--- src/rtl/vga_timing_pkg.sv ---
// Shared VGA 640x480 timing defaults, position type and window-decode helper
// used by the sync generator.
package vga_timing_pkg;

   localparam int POS_W = 10;
   typedef logic [POS_W-1:0] pos_t;

   localparam int VGA_H_VIS   = 640;
   localparam int VGA_H_FP    = 16;
   localparam int VGA_H_SYNC  = 96;
   localparam int VGA_H_BP    = 48;
   localparam int VGA_H_TOTAL = VGA_H_VIS + VGA_H_FP + VGA_H_SYNC + VGA_H_BP;

   localparam int VGA_V_VIS   = 480;
   localparam int VGA_V_FP    = 10;
   localparam int VGA_V_SYNC  = 2;
   localparam int VGA_V_BP    = 33;
   localparam int VGA_V_TOTAL = VGA_V_VIS + VGA_V_FP + VGA_V_SYNC + VGA_V_BP;

   function automatic logic in_window(input pos_t p, input pos_t lo, input pos_t hi);
      return (p >= lo) && (p <= hi);
   endfunction

endpackage

--- src/rtl/pix_tick_gen.sv ---
// Divides clk by two into a registered one-clk pixel strobe.
module pix_tick_gen (
   input  logic clk,
   input  logic reset,
   output logic pix_en
);

   logic div;

   always_ff @(posedge clk or negedge reset) begin
      if (!reset) begin
         div    <= 1'b0;
         pix_en <= 1'b0;
      end else begin
         div    <= ~div;
         pix_en <= div;
      end
   end

endmodule

--- src/rtl/hvsync_gen.sv ---
// VGA sync generator: pixel/line counters with registered sync, blanking
// and frame-start decode, all updated together with the pixel strobe.
module hvsync_gen
   import vga_timing_pkg::*;
#(
   parameter int   H_VIS    = VGA_H_VIS,
   parameter int   H_FP     = VGA_H_FP,
   parameter int   H_SYNC   = VGA_H_SYNC,
   parameter int   H_BP     = VGA_H_BP,
   parameter int   V_VIS    = VGA_V_VIS,
   parameter int   V_FP     = VGA_V_FP,
   parameter int   V_SYNC   = VGA_V_SYNC,
   parameter int   V_BP     = VGA_V_BP,
   parameter logic SYNC_POL = 1'b0
) (
   input  logic             clk,
   input  logic             reset,
   output logic             pix_en,
   output logic [POS_W-1:0] hpos,
   output logic [POS_W-1:0] vpos,
   output logic             hsync,
   output logic             vsync,
   output logic             display_on,
   output logic             frame_start
);

   localparam int   H_TOTAL  = H_VIS + H_FP + H_SYNC + H_BP;
   localparam int   V_TOTAL  = V_VIS + V_FP + V_SYNC + V_BP;
   localparam pos_t H_LAST   = pos_t'(H_TOTAL - 1);
   localparam pos_t V_LAST   = pos_t'(V_TOTAL - 1);
   localparam pos_t H_VIS_P  = pos_t'(H_VIS);
   localparam pos_t V_VIS_P  = pos_t'(V_VIS);
   localparam pos_t HS_FIRST = pos_t'(H_VIS + H_FP);
   localparam pos_t HS_LAST  = pos_t'(H_VIS + H_FP + H_SYNC - 1);
   localparam pos_t VS_FIRST = pos_t'(V_VIS + V_FP);
   localparam pos_t VS_LAST  = pos_t'(V_VIS + V_FP + V_SYNC - 1);

   logic armed;
   logic advance;
   pos_t hpos_nx;
   pos_t vpos_nx;

   pix_tick_gen u_tick (
      .clk    (clk),
      .reset  (reset),
      .pix_en (pix_en)
   );

   // pix_en is itself registered, so the counters advance on the edge that raises
   // it: every clk where pix_en is low, once the divider has left reset.
   always_ff @(posedge clk or negedge reset) begin
      if (!reset) armed <= 1'b0;
      else        armed <= 1'b1;
   end

   assign advance = armed & ~pix_en;

   always_comb begin
      hpos_nx = hpos;
      vpos_nx = vpos;
      if (hpos == H_LAST) begin
         hpos_nx = '0;
         if (vpos == V_LAST) vpos_nx = '0;
         else                vpos_nx = vpos + 10'd1;
      end else begin
         hpos_nx = hpos + 10'd1;
      end
   end

   // Decode from the next position so outputs line up with the counters.
   always_ff @(posedge clk or negedge reset) begin
      if (!reset) begin
         hpos        <= '0;
         vpos        <= '0;
         hsync       <= ~SYNC_POL;
         vsync       <= ~SYNC_POL;
         display_on  <= 1'b0;
         frame_start <= 1'b0;
      end else if (advance) begin
         hpos        <= hpos_nx;
         vpos        <= vpos_nx;
         hsync       <= in_window(hpos_nx, HS_FIRST, HS_LAST) ? SYNC_POL : ~SYNC_POL;
         vsync       <= in_window(vpos_nx, VS_FIRST, VS_LAST) ? SYNC_POL : ~SYNC_POL;
         display_on  <= (hpos_nx < H_VIS_P) && (vpos_nx < V_VIS_P);
         frame_start <= (hpos_nx == '0) && (vpos_nx == '0);
      end else begin
         frame_start <= 1'b0;
      end
   end

endmodule

--- config.mk ---
export PLATFORM = sky130hd
export DESIGN_NAME = hvsync_gen
export DESIGN_NICKNAME = d
export VERILOG_FILES = /design/src/rtl/vga_timing_pkg.sv /design/src/rtl/pix_tick_gen.sv /design/src/rtl/hvsync_gen.sv
export SDC_FILE = /design/constraint.sdc
export NUM_CORES = 1
export LEC_CHECK = 0
export ABC_AREA = 1
export BUFFER_PORTS_ARGS = -buffer_cell sky130_fd_sc_hd__buf_2
export CORE_MARGIN = 3
export CORE_UTILIZATION = 61
export CTS_CLUSTER_DIAMETER = 60
export DETAILED_ROUTE_END_ITERATION = 10
export GPL_TIMING_DRIVEN = 1
export PLACE_DENSITY = 0.8
export SETUP_SLACK_MARGIN = 0.3
export SLEW_MARGIN = 30
export SYNTH_ARGS = -nofsm -noshare
export SYNTH_HDL_FRONTEND = slang
export SYNTH_SLANG_ARGS = --single-unit
--- constraint.sdc ---
create_clock -name clk -period 3 [get_ports clk]
set_clock_uncertainty 0.2 [all_clocks]
set_input_delay 0.15 -clock clk [delete_from_list [all_inputs] [get_ports clk]]
set_output_delay 0.15 -clock clk [all_outputs]
set_load 0.01 [all_outputs]
==> results.md, run 1 <==
* Min cycle time layout at 2180 ps
* Share of cells above drive strength 1 at 16.5%
* Outcome: complete, no violations
* Wire per inst at roughly 14 um
* Die width at roughly 60 um
* RSZ-0062 raised after global routing: false
* Slew Limit Fails at 0
* Slowest stage delay, CP at between 400 and 500 ps
* GRT overflow at 0
* Clock transition at the registers of the reported paths at 160 ps
* EDFF count, synth at 0
* Post-Route WL at ~4600 um
* Combinational share of power at 25.9%
* R2R Setup Slk at between 800 and 900 ps
* Final ANT Viol Nets at 0
* Setup Crit Path Kind: flop to flop
* Post-layout net count at 317
* Row count at 19
* Clock power share at between 20% and 30%
* Syn avg cell area at around 6.7 um^2
* Setup crit end: vsync
* Final setup viols at 0
* First-pass GRT wire length at approximately 7400 um
* CP startpoint: hpos[1]
* Clk sinks at 27
* Finished Layout Cells at 340
* Starting DRT DRC Count at 167
* Syn-to-layout area delta at 9.49%
* Most used cell, CP: nor2_1
* Drt pass-1 iters at 5
* Setup TNS at 0 ps
* Synthesized area at ~1900 um^2
* Maximum fanout along the worst path at 7
* Post-synthesis sequential area ratio at a little over a third
* RR Endpoint: vsync
* Post-Synthesis Cells at 285
* Reg2Reg Launch Point: hpos[1]
* Total power draw at roughly 0.00084 W
* GPL Wtd Cong at 0.909
* Switching Fraction at ~37%
* Final hold vios at 0
* Tcrit/Tclk final at 72.6%
* P_leak at just over 1 nW
* Relative slew slack at about three fifths
* Die area at roughly 3800 um^2
* Reg2Reg Depth at 10
* Total net switching power at between 0.0003 and 0.0004 W
* Post-DP HPWL at approximately 3400 um
* Clock Latency Late Sink at between 300 and 400 ps
* Met3 Track Usage GR at roughly 3.3%
* Worst-margin pin slew at 588 ps
* IO Count at 27
* Total CTS buffers at 3
* Die H at 61.8 um
* GR Util met1 at 40.7%
* Largest net degree at the start of global routing at 28
* Yosys synthesis warning count at 0
* Initial Utilization at 66.6%
* Crit path required time at approximately 3000 ps
* CP Capture Type: flop
* Syn_nets at between 200 and 300
* Cell Int Power at 0.000530 W
* GRT Util Overall at between 20% and 30%
* Clock tree buffer depth at 2
* Vias in the first global route at between 1500 and 2000
* Number of vias per cell at between 5 and 6
* Ys async rst share at 100%
* Placed Cells incl. Taps at ~340
* Highest clock rate at roughly 0.46 GHz
* Core area at roughly 2900 um^2
* # DRC at 0
* PortBufs at 26
* H-tree levels at 1
* Distinct cell type count after synthesis at 29
* Hold Path Class: input pin to asynchronous set/reset pin
* Met2 Resource Use GR at 36.8%
* Yosys reg bits at 27
* Global route hottest layer: met1
* Crit-path slowest cell: dfrtp_1
* VDD IR max at between 300 and 400 uV
* CTS root buf: clkbuf_4
* Worst Path Arrival at 2270 ps
* CP startpoint kind: flop
* Sequential Power Share at between 50% and 60%
* Pwr dens at just over 400 nW/um^2
* CTS tree: done
* Routed vias at ~1900
* Max cap viols at 0
* Antenna cells at 0
* Post-CTS sizing at 0
* Initial antenna violation count at 0
* CP Cell Sequence: ha_1 -> nand3_2 -> inv_2 -> nand2_2 -> nor2_4 -> nand2_1 -> a21oi_1 -> nand3b_1 -> nor2_1 -> nor2_1
* Main synth FF type: dfrtp_1
[logic make-up (layout without fill, tap and decap cells)]
| group | after synthesis | in the layout | synth area share [%] |
|---|---|---|---|
| flops | 27 | 27 | 35.7 |
| buf+inv | 45 | 69 | 9.22 |
| xor+xnor | 3 | 3 | 1.38 |
| other cells | 1 | 1 | 0.197 |
| compound gates | 28 | 28 | 7.97 |
| fa+ha+maj | 5 | 5 | 3.29 |
| simple gates | 176 | 176 | 42.2 |
[synthesized netlist by cell type, types with 3 or more instances]
library cell	count	area, um^2
nand2_1	84	315
nor2_1	37	139
inv_1	32	120
nand3_1	27	135
dfrtp_1	25	626
o21ai_0	21	105
nand4_1	9	56.3
buf_2	5	25.0
ha_1	5	62.6
nor3_1	4	20.0
clkbuf_1	3	11.3
inv_2	3	11.3
nand2_2	3	18.8
nand3_2	3	30.0
nor2_2	3	18.8
[sequential cells by signal (all words and copies together) (netlist names)]
signal / cells
hpos: 10
vpos: 10
hsync: 1
armed: 1
display_on: 1
u_tick.div: 1
u_tick.pix_en: 1
frame_start: 1
vsync: 1
[worst min path at each step]
| stage | start | to | slack (ps) |
|---|---|---|---|
| finish | reset | vpos[3] | 130 |
| floorplan | reset | armed | -350 |
| detailed placement | reset | hpos[5] | -20 |
| global placement | reset | hpos[5] | -20 |
| CTS | reset | hpos[5] | 130 |
| global route | reset | hpos[7] | 170 |
[area by class of cell]
| type | count | area [um^2] |
|---|---|---|
| repair buffers | 28 | 148 |
| clock inverters | 1 | 7.51 |
| fillers | 247 | 773 |
| inverters | 37 | 139 |
| flip-flops and latches | 27 | 678 |
| clock buffers | 3 | 22.5 |
| multi-input cells | 213 | 1050 |
| well taps | 31 | 38.8 |
[worst max-delay path, delay by kind of cell (launching register included)]
kind                     cells  cell delay [ps]
buffers and inverters        1              130
AO/OA/AOI/OAI                1              270
AND/OR/NAND/NOR              7              820
flip-flops                   1              470
adder cells (fa/ha/maj)      1              240
[power by group through the flow]
stage	clock (W)	combinational, W	sequential [W]
detailed placement	0	0.000215	0.000459
global placement	0	0.000214	0.000455
floorplan	0	0.000130	0.000466
global route	0.000187	0.000249	0.000458
finish	0.000172	0.000218	0.000452
CTS	0.000175	0.000217	0.000451
[timing repair]
action,CTS,global route
hold endpoints to repair,27,0
setup buffers,0,0
hold buffers,1,0
[cells in the final DEF (no fill, tap or decap), types with 2 or more instances in the layout]
| master | count |
|---|---|
| nor2_4 | 2 |
| a21oi_1 | 2 |
| nand3_1 | 27 |
| clkinv_1 | 2 |
| buf_2 | 26 |
| nand2_2 | 3 |
| ha_1 | 5 |
| nand4_1 | 9 |
| dfrtp_1 | 25 |
| dfstp_2 | 2 |
| o21ai_0 | 21 |
| nor2_2 | 3 |
| clkbuf_4 | 3 |
| nor3_1 | 4 |
| inv_2 | 3 |
| nand3b_1 | 2 |
| o21ai_2 | 2 |
| nand2_1 | 84 |
| nor2_1 | 37 |
| inv_1 | 32 |
| xor2_1 | 2 |
| nand3_2 | 3 |
[metrics by stage]
stage          hold WS (ps)  utilization (%)  area [um^2]  worst slack, ps
2_1_floorplan          -346                -         1900             1140
3_3_place_gp          -20.7             71.5         2040              908
3_5_place_dp          -18.4             71.5         2040              862
4_1_cts                 135             72.9         2080              839
5_1_grt                 165             72.9         2080              605
6_report                126             72.9         2080              821
[routing by layer]
metal  wire length (um)  share of wire (%)
met1               2230                 48
met2               1960                 43
met3                354                7.7
met5                  0                  0
met4                 58                1.3
(Power assumes the default switching activity.)
==> run 2: changes to the inputs <==
--- a/config.mk
+++ b/config.mk
@@ -8,11 +8,11 @@
 export ABC_AREA = 1
 export BUFFER_PORTS_ARGS = -buffer_cell sky130_fd_sc_hd__buf_2
 export CORE_MARGIN = 3
-export CORE_UTILIZATION = 61
+export CORE_UTILIZATION = 51
 export CTS_CLUSTER_DIAMETER = 60
 export DETAILED_ROUTE_END_ITERATION = 10
 export GPL_TIMING_DRIVEN = 1
-export PLACE_DENSITY = 0.8
+export PLACE_DENSITY = 0.71
 export SETUP_SLACK_MARGIN = 0.3
 export SLEW_MARGIN = 30
 export SYNTH_ARGS = -nofsm -noshare
==> constraint.sdc (replaced) <==
create_clock -name clk -period 1.76 [get_ports clk]
set_clock_uncertainty 0.2 [all_clocks]
set_input_delay 0.088 -clock clk [delete_from_list [all_inputs] [get_ports clk]]
set_output_delay 0.088 -clock clk [all_outputs]
set_load 0.01 [all_outputs]
==> run 2 against run 1 <==
  * The flow now finishes with violations (negative setup slack)
  * Hold slack improved by 4.9 ps
  * Clock power increased by 130%
  * Maximum frequency increased by 1.2%
  * Sequential power increased by 69%
  * Flip-flop and latch count unchanged
  * First-iteration DRC count increased by 74%
  * Critical path type unchanged
  * Critical endpoint is now frame_start
  * Largest cell class unchanged
  * Highest routed layer unchanged
==> results.md, run 2 (synthesis results as in run 1) <==
* CP startpoint kind: flop
* GRT Util Overall at 28.8% (+2.8 points)
* Post-layout util at 83.4% (+11 points)
* Highest-count cells in the layout ignoring fill and taps: nand2_1, buf_4, nor2_1, buf_2, inv_1
* Setup crit end: frame_start
* CP Capture Type: flop
* Final hold vios at 0 (unchanged)
* Fillers at 212 (-14%)
* Sequential Power Share at 40.1% (-14 points)
* Largest regs: hpos (10), vpos (10)
* Total net switching power at 0.000734 W (+140%)
* Die area at 4490 um^2 (+18%)
* CP startpoint: vpos[0]
* Antenna cells at 0 (unchanged)
* RSZ-0062 raised after global routing: true
* RR Endpoint: frame_start
* Worst Path Arrival at 2170 ps (-100 ps)
* GPL Wtd Cong at 0.967 (+6.4%)
* P_leak at 1.46 nW (+41%)
* Highest clock rate at 0.464 GHz (+1.2%)
* Final ANT Viol Nets at 0 (unchanged)
* Setup Crit Path Kind: flop to flop
* Maximum fanout along the worst path at 4 (-3)
* Clk sinks at 27 (unchanged)
* Die H at 67.0 um (+8.5%)
* Wire per inst at 16.8 um (+24%)
* Initial antenna violation count at 0 (unchanged)
* Number of vias per cell at 5.75 (+5.2%)
* Max cap viols at 0 (unchanged)
* Clock power share at 20.8% (+0.4 points)
* Relative slew slack at 59.6% (-1.2 points)
* Violated checks: negative setup slack
* Post-Layout Inst Area at 2890 um^2 (+39%)
* R2R Setup Slk at -390 ps (-1210 ps)
* Slew Limit Fails at 0 (unchanged)
* H-tree levels at 1 (unchanged)
* Final setup viols at 14 (+14)
* Clock tree buffer depth at 2 (unchanged)
* Clock transition at the registers of the reported paths at 110 ps (-50 ps)
* PortBufs at 26 (unchanged)
* Combinational share of power at 39.1% (+13 points)
* Post-layout worst setup margin at -394 ps (-1210 ps)
* Clock Latency Late Sink at 290 ps (-50 ps)
* Initial Utilization at 54.8% (-12 points)
* Die width at 67.0 um (+8.5%)
* Reg2Reg Depth at 12 (+2)
* Register area at 683 um^2 (+0.74%)
* # DRC at 0 (unchanged)
* VDD IR max at 650 uV (+110%)
* GRT overflow at 0 (unchanged)
* Total CTS buffers at 3 (unchanged)
* Post-DP HPWL at 3900 um (+14%)
* Vias in the first global route at 2156 (+39%)
* Crit path required time at 1770 ps (-1320 ps)
* Area of the multi-input gates at 1290 um^2 (+24%)
* IO Count at 27 (unchanged)
* Drt pass-1 iters at 6 (+1)
* Most common cell after layout, fill and taps aside: nand2_1
* Switching Fraction at 38.4% (+1.4 points)
* Cell Int Power at 0.00117 W (+120%)
* Share of cells above drive strength 1 at 46.3% (+30 points)
* Post-Route WL at 7040 um (+53%)
* Placed Area at 2370 um^2 (+16%)
* Largest net degree at the start of global routing at 28 (unchanged)
* Worst-margin pin slew at 606 ps (+17.9 ps)
* Starting DRT DRC Count at 291 (+74%)
* CTS root buf: clkbuf_8
* Min cycle time layout at 2150 ps (-25.2 ps)
* Syn-to-layout area delta at 52.3%
* Outcome: complete, but fails checks
* Reg2Reg Launch Point: vpos[0]
* Pwr dens at 660 nW/um^2 (+63%)
* Hold Path Class: input pin to asynchronous set/reset pin
* Tcrit/Tclk final at 122% (+50 points)
* Post-layout net count at 382 (+21%)
* CTS tree: done
* Row count at 21 (+2)
* Core area at 3470 um^2 (+22%)
* Routed vias at 2414 (+30%)
* First-pass GRT wire length at 9800 um (+32%)
run 2: changes by cell type in the layout (fill, tap and decap cells not counted), sizes merged:
cell / before / now
inv: 35 / 36
clkinvlp: 1 / 0
buf: 27 / 92
run 2: layer usage:
metal  GRT usage, %  wire length [um]  vias to the layer above
li1               -                 -                     1085
met4           12.7               399                        0
met1           37.1              2630                     1102
met5              0                 0                        -
met2           47.2              3300                      174
met3           4.38               714                       53
run 2: critical path, cell delays in order (launching register included):
cell and delay, ps:
dfrtp_1 450, inv_2 80, ha_2 170, nand2_1 60
nor2_1 110, nand3b_1 170, nand2_1 100, nand2_1 70
nand2_2 130, nand2_1 80, nor2_1 180, nand4_1 110
nor2_1 150
run 2: how the worst min path moves through the flow:
| stage | to | slack (ps) |
|---|---|---|
| after floorplan | armed | -410 |
| after global placement | hpos[8] | -70 |
| after detailed placement | hpos[8] | -70 |
| after CTS | hpos[8] | 150 |
| after global routing | hpos[8] | 190 |
| final | hpos[4] | 130 |
run 2: power by group through the flow:
stage | combinational (W) | clock, W | sequential, W
after floorplan | 0.000227 | 0 | 0.000797
after global placement | 0.000509 | 0 | 0.000749
after detailed placement | 0.000517 | 0 | 0.000752
after CTS | 0.000629 | 0.000392 | 0.000755
after global routing | 0.000801 | 0.000413 | 0.000771
final | 0.000746 | 0.000398 | 0.000765
run 2: area by class of cell:
| class | instances | share of cell area [%] |
|---|---|---|
| multi-input combinational | 213 | 44.7 |
| inverter | 37 | 4.97 |
| timing repair buffer | 93 | 23.0 |
| sequential | 27 | 23.6 |
| tap | 46 | 1.99 |
| clock inverter | 1 | 0.303 |
| clock buffer | 3 | 1.43 |
run 2: metrics by stage:
step	instances	setup TNS, ps	worst slack [ps]	hold WS (ps)	total power, W
floorplan	285	-189	-73.9	-408	0.00102
global placement	390	-821	-191	-71.5	0.00126
CTS	406	-519	-128	154	0.00178
detailed placement	390	-941	-189	-72.8	0.00127
finish	420	-1720	-394	131	0.00191
global route	420	-2980	-407	193	0.00198
run 2: timing repair:
item,CTS,global route
buffers inserted,11,14
pin swaps,23,15
gates resized for setup,59,31
hold endpoints to repair,27,0
hold buffers,1,0
endpoints found under the setup margin,21,24
gates cloned,0,0
